==> src/rtl/sdram_port_scheduler.sv <==
// Three-requester SDRAM command scheduler: video (fixed priority with anti-starvation), CPU/DMA round-robin.
// One transaction in flight; optional BUSY watchdog enabled by SDRAM_SCHED_WATCHDOG_EN.
module sdram_port_scheduler #(
    parameter int STARVE_LIMIT   = 4,
    parameter int TIMEOUT_CYCLES = 1024
) (
    input  logic        clk_i,
    input  logic        rst_i,
    output logic        sdram_cmd_valid,
    input  logic        sdram_cmd_ready,
    output logic        sdram_rd,
    output logic        sdram_wr,
    output logic        sdram_burst,
    output logic [23:0] sdram_addr_x16,
    output logic [15:0] sdram_wdata,
    output logic [1:0]  sdram_wmask,
    input  logic        sdram_resp_valid,
    input  logic        sdram_resp_last,
    input  logic [15:0] sdram_rdata,
    input  logic        sdram_wdone,
    input  logic        video_req,
    output logic        video_gnt,
    output logic        video_done,
    input  logic [23:0] video_addr_x16,
    output logic        video_resp_valid,
    input  logic        cpu_req,
    input  logic        dma_req,
    input  logic        cpu_wr,
    input  logic        dma_wr,
    input  logic [23:0] cpu_addr_x16,
    input  logic [23:0] dma_addr_x16,
    input  logic [15:0] cpu_wdata,
    input  logic [15:0] dma_wdata,
    input  logic [1:0]  cpu_wmask,
    input  logic [1:0]  dma_wmask,
    output logic        cpu_gnt,
    output logic        dma_gnt,
    output logic        cpu_done,
    output logic        dma_done,
    output logic        cpu_resp_valid,
    output logic        dma_resp_valid,
    output logic [15:0] resp_rdata,
    output logic        sched_err
);

    localparam logic [1:0] S_IDLE  = 2'd0;
    localparam logic [1:0] S_ISSUE = 2'd1;
    localparam logic [1:0] S_BUSY  = 2'd2;

    localparam logic [1:0] OWN_NONE = 2'd0;
    localparam logic [1:0] OWN_VID  = 2'd1;
    localparam logic [1:0] OWN_CPU  = 2'd2;
    localparam logic [1:0] OWN_DMA  = 2'd3;

    localparam logic RR_CPU = 1'b0;
    localparam logic RR_DMA = 1'b1;

    localparam logic [7:0] STARVE_MAX = 8'(STARVE_LIMIT);

    logic [1:0]  state_q, state_d;
    logic [1:0]  owner_q, owner_d;
    logic [7:0]  starve_q, starve_d;
    logic        rr_last_q, rr_last_d;
    logic        cmd_rd_q, cmd_rd_d;
    logic        cmd_wr_q, cmd_wr_d;
    logic        cmd_burst_q, cmd_burst_d;
    logic [23:0] cmd_addr_q, cmd_addr_d;
    logic [15:0] cmd_wdata_q, cmd_wdata_d;
    logic [1:0]  cmd_wmask_q, cmd_wmask_d;

    logic [1:0]  pick;
    logic        cd_req;
    logic        handshake;
    logic        complete;
    logic        finish;
    logic        wd_timeout;

    assign cd_req    = cpu_req | dma_req;
    assign handshake = (state_q == S_ISSUE) && sdram_cmd_ready;
    assign complete  = (state_q == S_BUSY) &&
                       (cmd_rd_q ? (sdram_resp_valid && sdram_resp_last) : sdram_wdone);
    assign finish    = (state_q == S_BUSY) && (complete || wd_timeout);

`ifdef SDRAM_SCHED_WATCHDOG_EN
    logic [15:0] wd_q, wd_d;

    // Counter reads 0 in the first BUSY cycle, so TIMEOUT_CYCLES-1 marks BUSY cycle TIMEOUT_CYCLES.
    assign wd_timeout = (state_q == S_BUSY) && !complete && (wd_q == 16'(TIMEOUT_CYCLES - 1));
    assign wd_d       = (state_q == S_BUSY) ? wd_q + 16'd1 : 16'd0;
    assign sched_err  = wd_timeout;

    always_ff @(posedge clk_i or posedge rst_i) begin
        if (rst_i) wd_q <= 16'd0;
        else       wd_q <= wd_d;
    end
`else
    assign wd_timeout = 1'b0;
    assign sched_err  = 1'b0;
`endif

    always_comb begin
        pick = OWN_NONE;
        if (cd_req && (starve_q >= STARVE_MAX || !video_req))
            pick = (cpu_req && (!dma_req || rr_last_q == RR_DMA)) ? OWN_CPU : OWN_DMA;
        else if (video_req)
            pick = OWN_VID;
    end

    always_comb begin
        state_d     = state_q;
        owner_d     = owner_q;
        starve_d    = starve_q;
        rr_last_d   = rr_last_q;
        cmd_rd_d    = cmd_rd_q;
        cmd_wr_d    = cmd_wr_q;
        cmd_burst_d = cmd_burst_q;
        cmd_addr_d  = cmd_addr_q;
        cmd_wdata_d = cmd_wdata_q;
        cmd_wmask_d = cmd_wmask_q;
        case (state_q)
            S_IDLE: begin
                if (pick != OWN_NONE) begin
                    state_d = S_ISSUE;
                    owner_d = pick;
                    case (pick)
                        OWN_VID: begin
                            cmd_rd_d    = 1'b1;
                            cmd_wr_d    = 1'b0;
                            cmd_burst_d = 1'b1;
                            cmd_addr_d  = video_addr_x16;
                            cmd_wdata_d = 16'd0;
                            cmd_wmask_d = 2'b00;
                        end
                        OWN_CPU: begin
                            cmd_rd_d    = !cpu_wr;
                            cmd_wr_d    = cpu_wr;
                            cmd_burst_d = 1'b0;
                            cmd_addr_d  = cpu_addr_x16;
                            cmd_wdata_d = cpu_wdata;
                            cmd_wmask_d = cpu_wmask;
                        end
                        default: begin
                            cmd_rd_d    = !dma_wr;
                            cmd_wr_d    = dma_wr;
                            cmd_burst_d = 1'b0;
                            cmd_addr_d  = dma_addr_x16;
                            cmd_wdata_d = dma_wdata;
                            cmd_wmask_d = dma_wmask;
                        end
                    endcase
                end
            end
            S_ISSUE: begin
                if (sdram_cmd_ready) begin
                    state_d = S_BUSY;
                    if (owner_q == OWN_VID) begin
                        if (cd_req && starve_q < STARVE_MAX)
                            starve_d = starve_q + 8'd1;
                    end else begin
                        starve_d  = 8'd0;
                        rr_last_d = (owner_q == OWN_CPU) ? RR_CPU : RR_DMA;
                    end
                end
            end
            S_BUSY: begin
                if (finish) begin
                    state_d = S_IDLE;
                    owner_d = OWN_NONE;
                end
            end
            default: begin
                state_d = S_IDLE;
                owner_d = OWN_NONE;
            end
        endcase
    end

    always_ff @(posedge clk_i or posedge rst_i) begin
        if (rst_i) begin
            state_q     <= S_IDLE;
            owner_q     <= OWN_NONE;
            starve_q    <= 8'd0;
            rr_last_q   <= RR_DMA;
            cmd_rd_q    <= 1'b0;
            cmd_wr_q    <= 1'b0;
            cmd_burst_q <= 1'b0;
            cmd_addr_q  <= 24'd0;
            cmd_wdata_q <= 16'd0;
            cmd_wmask_q <= 2'b00;
        end else begin
            state_q     <= state_d;
            owner_q     <= owner_d;
            starve_q    <= starve_d;
            rr_last_q   <= rr_last_d;
            cmd_rd_q    <= cmd_rd_d;
            cmd_wr_q    <= cmd_wr_d;
            cmd_burst_q <= cmd_burst_d;
            cmd_addr_q  <= cmd_addr_d;
            cmd_wdata_q <= cmd_wdata_d;
            cmd_wmask_q <= cmd_wmask_d;
        end
    end

    assign sdram_cmd_valid = (state_q == S_ISSUE);
    assign sdram_rd        = cmd_rd_q;
    assign sdram_wr        = cmd_wr_q;
    assign sdram_burst     = cmd_burst_q;
    assign sdram_addr_x16  = cmd_addr_q;
    assign sdram_wdata     = cmd_wdata_q;
    assign sdram_wmask     = cmd_wmask_q;

    assign video_gnt = handshake && (owner_q == OWN_VID);
    assign cpu_gnt   = handshake && (owner_q == OWN_CPU);
    assign dma_gnt   = handshake && (owner_q == OWN_DMA);

    assign video_done = finish && (owner_q == OWN_VID);
    assign cpu_done   = finish && (owner_q == OWN_CPU);
    assign dma_done   = finish && (owner_q == OWN_DMA);

    assign video_resp_valid = (state_q == S_BUSY) && (owner_q == OWN_VID) && sdram_resp_valid;
    assign cpu_resp_valid   = (state_q == S_BUSY) && (owner_q == OWN_CPU) && sdram_resp_valid;
    assign dma_resp_valid   = (state_q == S_BUSY) && (owner_q == OWN_DMA) && sdram_resp_valid;

    assign resp_rdata = sdram_rdata;

endmodule

==> config.mk <==
export PLATFORM = sky130hd
export DESIGN_NAME = sdram_port_scheduler
export DESIGN_NICKNAME = d
export VERILOG_FILES = /design/src/rtl/sdram_port_scheduler.sv
export SDC_FILE = /design/constraint.sdc
export NUM_CORES = 1
export LEC_CHECK = 0
export ABC_CLOCK_PERIOD_IN_PS = 2580
export CAP_MARGIN = 40
export CELL_PAD_IN_SITES_DETAIL_PLACEMENT = 0
export CELL_PAD_IN_SITES_GLOBAL_PLACEMENT = 1
export CORE_MARGIN = 2
export CORE_UTILIZATION = 26
export DETAILED_ROUTE_END_ITERATION = 6
export PLACE_DENSITY = 0.83
export SKIP_CTS_REPAIR_TIMING = 1
export SKIP_LAST_GASP = 1
export SYNTH_ARGS = -nofsm -noshare
export SYNTH_HDL_FRONTEND = slang
export SYNTH_SLANG_ARGS = --single-unit
==> constraint.sdc <==
create_clock -name clk_i -period 2.58 [get_ports clk_i]
set_input_delay 0.516 -clock clk_i [delete_from_list [all_inputs] [get_ports clk_i]]
set_output_delay 0.516 -clock clk_i [all_outputs]
set_load 0.01 [all_outputs]
==> impl_results.md, run 1 <==
- Avg Cell Area, Syn: 10.45 um^2
- Tmin final: 2.506 ns
- Ys flop type: dfrtp_1
- Slew Viols, Final: 0
- Vias per cell: slightly above 5
- FP Rows: 39
- CTS tree: yes
- Root buf cell: clkbuf_16
- Total Routing Usage GR: 17.38%
- FFs w/ async S/R, synth: 100.0%
- Violated checks: design-rule violations
- Critical Path AT: roughly 2.0 ns
- N_diodes: 0
- RSZ-0062 raised after global routing: no
- Largest net degree at the start of global routing: between 50 and 60
- CP dominant cell by count: clkdlybuf4s50_1
- Core footprint: around 0.012 mm^2
- Setup TNS Final: 0 ns
- Setup violators final: 0
- Rel. slew slack: 59.93%
- Status: finished, violations left
- Hold Path Class: flop to flop
- Critical path capture point type: primary output
- Critical path's slowest cell: clkdlybuf4s50_1
- Layout overhead on the synthesized area: 71.30%
- Vias in the first global route: 3370
- PD cells: a little over 1000 mW/mm^2
- Num CTS Buffers: 9
- Crit start category: primary input
- Hold Vio Cnt, Final: 0
- Die area: 0.01283 mm^2
- DRT iter0 DRCs: roughly 180
- Worst Clk Skew: 0.007828 ns
- Clk sinks: 58
- Worst-Skew Late Latency: 0.32 ns
- Detailed-route via count: 3127
- Post-synthesis instance total: roughly 300
- Post-synthesis register bit count: 58
- # DRC: 14
- Fillers: between 1000 and 1500
- Pwr Total: between 5 and 6 mW
- Routed length per placed instance: 18.11 um
- Layout cells sized above 1: 9.829%
- GRT overflow: 0
- Netlist cell types: 42
- Max-cap violations: 0
- Max FO, Critical Path: 3
- Critical-path cell list: clkdlybuf4s50_1, a31oi_1, nand2b_1, nor2_1, clkdlybuf4s50_1
- Post-route antenna net violation count: 0
- Die Ht: roughly 110 um
- Post-synth EDFFs: 0
- DP HPWL: 7.976 mm
- Drt total wl: 11.07 mm
- Crit path largest cell delay: 0.54 ns
- Synthesized area: between 0.003 and 0.004 mm^2
- GPL Wtd Cong: 0.7858
- Io pins: 207
- H-tree levels: 3
- CP Class: primary input to primary output
- Synth Warn #: 0
- VDD IR max: 0.3707 mV
- Final worst-path cycle share: 97.15%
- Initial DRT Pass Iterations: 7
- Starting Density: between 20% and 30%
- Leak: around 2.3 nW
- DIE WIDTH: around 110 um
- Max Freq: 0.3990 GHz
- Register area share after synthesis: 46.80%
- Critical path data required time: 2.06 ns
- CTS Buffer Depth: 2
- Initial antenna violation count: 0
- Port-buffer cells: ~170
- Clock-pin slew on the worst setup and hold paths: 0.05 ns
- Post-Syn Nets: 434
- NumNets Final: 600
- Worst Max-Slew Pin Slew: 0.5989 ns
- Global-route wire length before repair: 17.31 mm
-- power by group --
group	internal [mW]	leakage [nW]	total, mW	switching, mW
registers	1.29	0.736	1.55	0.261
logic	1.39	1.37	2.57	1.17
clock network	0.922	0.165	1.33	0.412
total	3.60	2.27	5.45	1.85
-- cells by family (layout without fill, tap and decap cells) --
| kind of cell | count (synthesis) | in the layout | share of synthesized area, % |
|---|---|---|---|
| AOI/OAI and AO/OA | 88 | 88 | 25.55 |
| buffers and inverters | 44 | 215 | 8.706 |
| other | 1 | 1 | 0.1208 |
| and+or+nand+nor | 104 | 104 | 18.02 |
| DFF | 58 | 58 | 46.80 |
| adders and majority gates | 2 | 2 | 0.8060 |
-- critical path: cells and delay by family --
kind	cells	cell delay, ns
AND/OR/NAND/NOR	2	0.29
AO/OA/AOI/OAI	1	0.13
buffers and inverters	2	1.05
-- final timing paths --
check,from,to,slack (ns),cells past startpoint
min in group asynchronous,rst_i,sdram_wdata[11],0.58,3
max in group asynchronous,rst_i,rr_last_q,1.68,3
hold / removal,sdram_wr,sdram_wr,0.49,1
hold reg to reg,sdram_wr,sdram_wr,0.49,1
setup reg to reg,starve_q[5],sdram_addr_x16[15],0.57,5
setup / recovery,sdram_resp_valid,dma_done,0.07,5
-- layout make-up --
type / count / area [um^2] / share of cell area (%)
Tap cell: 143 / 178.9 / 3.365
Timing Repair Buffer: 194 / 1936 / 36.40
Clock inverter: 4 / 72.57 / 1.365
Clock buffer: 12 / 266.5 / 5.012
Sequential cell: 58 / 1453 / 27.32
Inverter: 5 / 18.77 / 0.3529
Multi-Input combinational cell: 195 / 1393 / 26.19
-- placed cells by master, fill, tap and decap left out, types with 2 or more instances in the layout --
cell,count
clkdlybuf4s50_1,171
dfrtp_1,57
a221o_1,36
nand3_1,27
nor2_1,19
o2bb2ai_1,19
and3_1,19
buf_4,17
nand2_1,12
nor2b_1,9
clkbuf_16,9
a22oi_1,7
o211ai_1,6
a21oi_1,5
nand2b_1,5
inv_1,4
a21o_1,4
clkbuf_8,3
buf_12,3
a31oi_1,2
nor3b_1,2
ha_1,2
bufinv_16,2
dlymetal6s2s_1,2
-- metal layers --
metal / GRT usage [%] / part of all wire [%]
met5: 0 / 0
met4: 6.341 / 1.3
met1: 20.77 / 42
met3: 4.606 / 8.3
met2: 30.06 / 49
-- sequential cells by signal, indices dropped and copies added (netlist names) --
signal / count
sdram_addr_x16: 24
sdram_burst: 1
state_q: 2
sdram_rd: 1
starve_q: 8
rr_last_q: 1
sdram_wr: 1
sdram_wmask: 2
sdram_wdata: 16
owner_q: 2
-- through the flow --
stage | setup WS (ns) | hold slack [ns] | instances | area (um^2) | utilization, %
finish | 0.07356 | 0.4898 | 611 | 5318 | 46.18
global route | 0.007098 | 0.5170 | 611 | 5318 | 46.18
detailed placement | 0.06274 | 0.4799 | 595 | 4974 | 43.19
floorplan | 0.6351 | 0.4909 | 297 | 3104 | -
CTS | 0.05790 | 0.4905 | 611 | 5313 | 46.13
global placement | -0.2077 | 0.4726 | 594 | 4962 | 43.09
-- synthesized netlist by cell type (6+ instances only) --
cell type,n,area [um^2]
o211ai_1,6,45.04
buf_4,18,135.1
a221o_1,36,360.4
o2bb2ai_1,19,166.4
clkbuf_1,10,37.54
nand2_1,13,48.80
nand3_1,27,135.1
nor2b_1,9,56.30
and3_1,19,118.9
buf_2,6,30.03
nor2_1,20,75.07
dfrtp_1,57,1426
a22oi_1,7,52.55
No activity file was read; power rests on OpenSTA's default activity.
==> run 2, diff against run 1 <==
==> constraint.sdc (replaced) <==
create_clock -name clk_i -period 2.58 [get_ports clk_i]
set_input_delay 0.774 -clock clk_i [delete_from_list [all_inputs] [get_ports clk_i]]
set_output_delay 0.774 -clock clk_i [all_outputs]
set_load 0.01 [all_outputs]
==> impl_results.md, run 2 (synthesis results as in run 1) <==
- Largest net degree at the start of global routing: 59 (unchanged)
- R2R Path End: sdram_rd
- Combinational Power Share: 50.9% (+3.8 points)
- Critical Path AT: 1.93 ns (-0.06 ns)
- Core footprint: 0.01152 mm^2 (unchanged)
- CTS Buffer Depth: 2 (unchanged)
- Switch share: 34.90% (+0.99 points)
- Fillers: 1108 (+1.8%)
- Io pins: 207 (unchanged)
- Clock-pin slew on the worst setup and hold paths: 0.05 ns (about the same)
- Layout overhead on the synthesized area: 73.48%
- Most frequent cells in the layout: clkdlybuf4s50_1, dfrtp_1, a221o_1, nand3_1, buf_4
- Post-route antenna net violation count: 0 (unchanged)
- RSZ-0062 raised after global routing: yes
- Global-route wire length before repair: 17.34 mm (+0.16%)
- Total Routing Usage GR: 17.26% (-0.13 points)
- Routed length per placed instance: 17.68 um (-2.4%)
- R2R Setup Slk: 0.68 ns (+0.11 ns)
- Int Power: 3.478 mW (-3.4%)
- DIE WIDTH: 113.3 um (unchanged)
- # DRC: 14 (unchanged)
- Die area: 0.01283 mm^2 (unchanged)
- Clock power share: 20.3% (-4.2 points)
- Status: finished, violations left
- Final Instance Area: 0.005385 mm^2 (+1.3%)
- Vias in the first global route: 3348 (-0.65%)
- FP Rows: 39 (unchanged)
- Leak: 2.402 nW (+5.8%)
- DP HPWL: 8.056 mm (+1.0%)
- Violated checks: design-rule violations, negative setup slack
- Hold Vio Cnt, Final: 0 (unchanged)
- Initial DRT Pass Iterations: 7 (unchanged)
- Crit start category: primary input
- Seq pwr share: 28.8% (+0.4 points)
- Max reg flops: 24 (unchanged)
- Area post-placement: 0.005075 mm^2 (+2.0%)
- Detailed-route via count: 3151 (+0.77%)
- VDD IR max: 0.4050 mV (+9.2%)
- PD cells: 992.2 mW/mm^2 (-3.1%)
- Port-buffer cells: 173 (unchanged)
- Final std cells w/o fill: 623 (+2.0%)
- CP Class: primary input to primary output
- CTS tree: yes
- Max FO, Critical Path: 3 (unchanged)
- Critical path capture point type: primary output
- Cells after DPL: 604 (+1.5%)
- Worst-Skew Late Latency: 0.32 ns (about the same)
- Psw: 1.864 mW (+0.95%)
- NumNets Final: 612 (+2.0%)
- Worst Clk Skew: 0.009507 ns (+0.001680 ns)
- Setup crit end: cpu_done
- Hold Path Class: flop to flop
- Worst r2r src: state_q[0]
- Initial antenna violation count: 0 (unchanged)
- Tmin final: 2.708 ns (+0.2016 ns)
- Vias per cell: 5.058 (-1.2%)
- Slew Viols, Final: 0 (unchanged)
- Layout cells sized above 1: 12.92% (+3.1 points)
- Setup TNS Final: -0.3341 ns (-0.3341 ns)
- Final worst-path cycle share: 105.0% (+7.8 points)
- GRT overflow: 0 (unchanged)
- Die Ht: 113.3 um (unchanged)
- Clk sinks: 58 (unchanged)
- Worst reg-to-reg path cell count: 7 (+2)
- Commonest non-fill, non-tap cell in the layout: clkdlybuf4s50_1
- DRT iter0 DRCs: 191 (+7.3%)
- Setup crit start: sdram_resp_valid
- Final worst slack: -0.1281 ns (-0.2016 ns)
- N_diodes: 0 (unchanged)
- Max-cap violations: 0 (unchanged)
- GPL Wtd Cong: 0.7670 (-2.4%)
- Max Freq: 0.3693 GHz (-7.4%)
- Starting Density: 26.96% (unchanged)
- Num CTS Buffers: 9 (unchanged)
- Drt total wl: 11.02 mm (-0.46%)
- Root buf cell: clkbuf_16
- Setup violators final: 3 (+3)
- H-tree levels: 3 (unchanged)
- Critical path data required time: 1.81 ns (-0.25 ns)
## run 2: cell types whose count changed in the layout (fill, tap and decap cells not counted), sizes merged, moves of 2 or more
| cell | change |
|---|---|
| buf | +13 |
| clkdlybuf4s50 | -8 |
| dlymetal6s2s | +5 |
| clkbuf | +3 |
| bufinv | -2 |
| clkinv | +2 |
## run 2: area by class of cell
type | instances | area, um^2 | area share, %
inverter | 5 | 18.77 | 0.3485
clock buffer | 13 | 260.3 | 4.833
clock inverter | 3 | 15.01 | 0.2788
multi-input combinational | 195 | 1403 | 26.05
sequential | 58 | 1453 | 26.97
tap | 143 | 178.9 | 3.323
timing repair buffer | 206 | 2057 | 38.20
## run 2: metrics by stage
stage / power [mW] / worst slack (ns) / hold WS (ns) / utilization (%)
after floorplan: 2.866 / 0.3771 / 0.4909 / -
after global placement: 4.204 / -0.4621 / 0.4729 / 44.07
after detailed placement: 4.260 / -0.4748 / 0.4758 / 44.07
after CTS: 5.390 / -0.4827 / 0.4860 / 46.46
after global routing: 5.720 / -0.2063 / 0.5098 / 46.76
final: 5.343 / -0.1281 / 0.4859 / 46.76
## run 2: how the worst min path moves through the flow
stage                   start   endpoint  slack [ns]  cells past startpoint
finish               sdram_wr   sdram_wr        0.49                      1
global route         sdram_wr   sdram_wr        0.51                      1
CTS                  sdram_wr   sdram_wr        0.49                      1
detailed placement   sdram_wr   sdram_wr        0.48                      1
global placement     sdram_wr   sdram_wr        0.47                      1
floorplan           rr_last_q  rr_last_q        0.49                      2
## run 2: power groups by stage
stage / clock, mW / combinational [mW] / sequential, mW
3_3_place_gp: 0 / 2.67 / 1.53
6_report: 1.09 / 2.72 / 1.54
3_5_place_dp: 0 / 2.72 / 1.54
2_1_floorplan: 0 / 1.23 / 1.64
5_1_grt: 1.18 / 2.95 / 1.59
4_1_cts: 1.13 / 2.73 / 1.54
## run 2: per-layer routing
metal,global-route usage (%),share of wire [%],up-vias
li1,-,-,1480
met1,20.86,41,1521
met2,29.50,49,136
met3,4.874,8.2,14
met4,5.935,1.4,0
met5,0,0,-
## run 2: worst max-delay path: stages
cell and delay (ns):
clkdlybuf4s50_1 0.52, a31oi_1 0.13, nand2b_1 0.20, nor2_1 0.12
dlymetal6s2s_1 0.19
==> run 3, diff against run 2 <==
- CORE_MARGIN: 2 -> unset
==> impl_results.md, run 3 (synthesis results as in run 1) <==
- N_diodes: 0 (unchanged)
- Max reg flops: 24 (unchanged)
- Worst reg-to-reg path cell count: 5 (-2)
- Critical-path cell list: nor2b_4, and3_1, clkdlybuf4s50_1
- Crit-path leading delay family: buffers and inverters
- Critical Path AT: 1.72 ns (-0.21 ns)
- Hold Path Depth: 1 (unchanged)
- Vias in the first global route: 3407 (+1.8%)
- Hold Path Class: flop to flop
- Hold Vio Cnt, Final: 0 (unchanged)
- GPL Wtd Cong: 0.7929 (+3.4%)
- CTS tree: yes
- Violated checks: design-rule violations
- H-tree levels: 3 (unchanged)
- Final std cells w/o fill: 619 (-0.64%)
- Area post-placement: 0.005032 mm^2 (-0.84%)
- Clock-pin slew on the worst setup and hold paths: 0.05 ns (about the same)
- Int Power: 3.411 mW (-1.9%)
- Critical path's slowest cell: clkdlybuf4s50_1
- Max-cap violations: 0 (unchanged)
- Crit path largest cell delay: 0.54 ns (+0.02 ns)
- Routed length per placed instance: 17.66 um (-0.13%)
- Clock power share: 20.1% (-0.2 points)
- Detailed-route via count: 3180 (+0.92%)
- # DRC: 32 (+18)
- Final worst-path cycle share: 96.51% (-8.5 points)
- FF/Latch Area: 0.001456 mm^2 (+0.26%)
- Worst-Skew Late Latency: 0.32 ns (about the same)
- CP Class: flop to primary output
- NumNets Final: 608 (-0.65%)
- Hold Path Origin: sdram_wr
- Die Ht: 111.3 um (-1.8%)
- Combinational Power Share: 50.1% (-0.8 points)
- Worst Max-Slew Pin Slew: about 0.57 ns
- Layout overhead on the synthesized area: 73.36% (about the same)
- Leak: 2.395 nW (-0.31%)
- Area occupied by multi-input gates: 0.001438 mm^2 (+2.5%)
- Worst r2r src: state_q[0]
- Worst hold slack: 0.4789 ns (-0.006972 ns)
- Rel. slew slack: around 62%
- DP HPWL: 7.983 mm (-0.90%)
- Setup crit start: state_q[0]
- Max Freq: 0.4016 GHz (+8.8%)
- R2R Setup Slk: 0.61 ns (-0.07 ns)
- Most frequent cells in the layout: clkdlybuf4s50_1, dfrtp_1, a221o_1, nand3_1, buf_4
- Max FO, Critical Path: 9 (+6)
- Critical path capture point type: primary output
- Initial DRT Pass Iterations: 7 (unchanged)
- Bufs and invs on worst path: 1 (-1)
- VDD IR max: 0.4449 mV (+9.8%)
- Tmin final: 2.490 ns (-0.2182 ns)
- Cells after DPL: 600 (-0.66%)
- Fillers: 1115 (+0.63%)
- Layout Utilization: 46.73% (about the same)
- Final Instance Area: 0.005381 mm^2 (about the same)
- Layout cells sized above 1: 13.24% (+0.32 points)
- Setup TNS Final: 0 ns (+0.3341 ns)
- GRT overflow: 0 (unchanged)
- Global-route wire length before repair: 17.37 mm (+0.20%)
- CTS Buffer Depth: 2 (unchanged)
- Largest net degree at the start of global routing: 59 (unchanged)
- Num CTS Buffers: 9 (unchanged)
- Setup violators final: 0 (-3)
- Crit start category: flop
- Status: finished, violations left
- Seq pwr share: 29.8% (+1.0 points)
- Hold Crit Endpoint: sdram_wr
- R2R Path End: sdram_addr_x16[3]
- DRT iter0 DRCs: 178 (-6.8%)
- DIE WIDTH: 111.3 um (-1.8%)
- Vias per cell: 5.137 (+1.6%)
- Pwr Total: 5.280 mW (-1.2%)
- Drt total wl: 10.93 mm (-0.77%)
- Final worst slack: 0.09012 ns (+0.2182 ns)
- Commonest non-fill, non-tap cell in the layout: clkdlybuf4s50_1
- Starting Density: 26.96% (unchanged)
- FP Rows: 39 (unchanged)
- Port-buffer cells: 173 (unchanged)
- Slew Viols, Final: 0 (unchanged)
- Root buf cell: clkbuf_16
- Clk sinks: 58 (unchanged)
- Worst Clk Skew: 0.009571 ns (+0.00006415 ns)
- RSZ-0062 raised after global routing: no
- Dpl ws: -0.5092 ns (-0.03444 ns)
- Total Routing Usage GR: 17.91% (+0.65 points)
- Core footprint: 0.01152 mm^2 (unchanged)
- Critical path data required time: 1.81 ns (about the same)
- Post-route antenna net violation count: 0 (unchanged)
- Psw: 1.869 mW (+0.24%)
- Switch share: 35.40% (+0.50 points)
- PD cells: 981.2 mW/mm^2 (-1.1%)
- Io pins: 207 (unchanged)
- Die area: 0.01238 mm^2 (-3.5%)
- Initial antenna violation count: 0 (unchanged)
[run 3: power by group through the flow]
| stage | clock, mW | combinational, mW | sequential, mW |
|---|---|---|---|
| 2_1_floorplan | 0 | 1.23 | 1.64 |
| 3_3_place_gp | 0 | 2.57 | 1.55 |
| 3_5_place_dp | 0 | 2.61 | 1.56 |
| 4_1_cts | 1.10 | 2.63 | 1.56 |
| 5_1_grt | 1.15 | 2.86 | 1.63 |
| 6_report | 1.06 | 2.65 | 1.57 |
[run 3: layout make-up]
cell class              count  area share, %
inverters                   5         0.3488
multi-input cells         195          26.71
clock buffers              13          4.650
clock inverters             3         0.2790
flip-flops and latches     58          27.06
repair buffers            202          37.62
well taps                 143          3.325
[run 3: worst max path at each step]
stage / end / depth (start not counted)
floorplan: owner_q[0] / 1
global placement: video_done / 6
detailed placement: video_done / 5
CTS: video_done / 5
global route: video_resp_valid / 3
finish: video_resp_valid / 3
[run 3: routing by layer]
metal	up-vias	global-route usage (%)	wire (um)
li1	1465	-	-
met1	1574	20.35	4427
met2	129	32.88	5627
met3	12	4.155	775
met4	0	5.676	99
met5	-	0	0
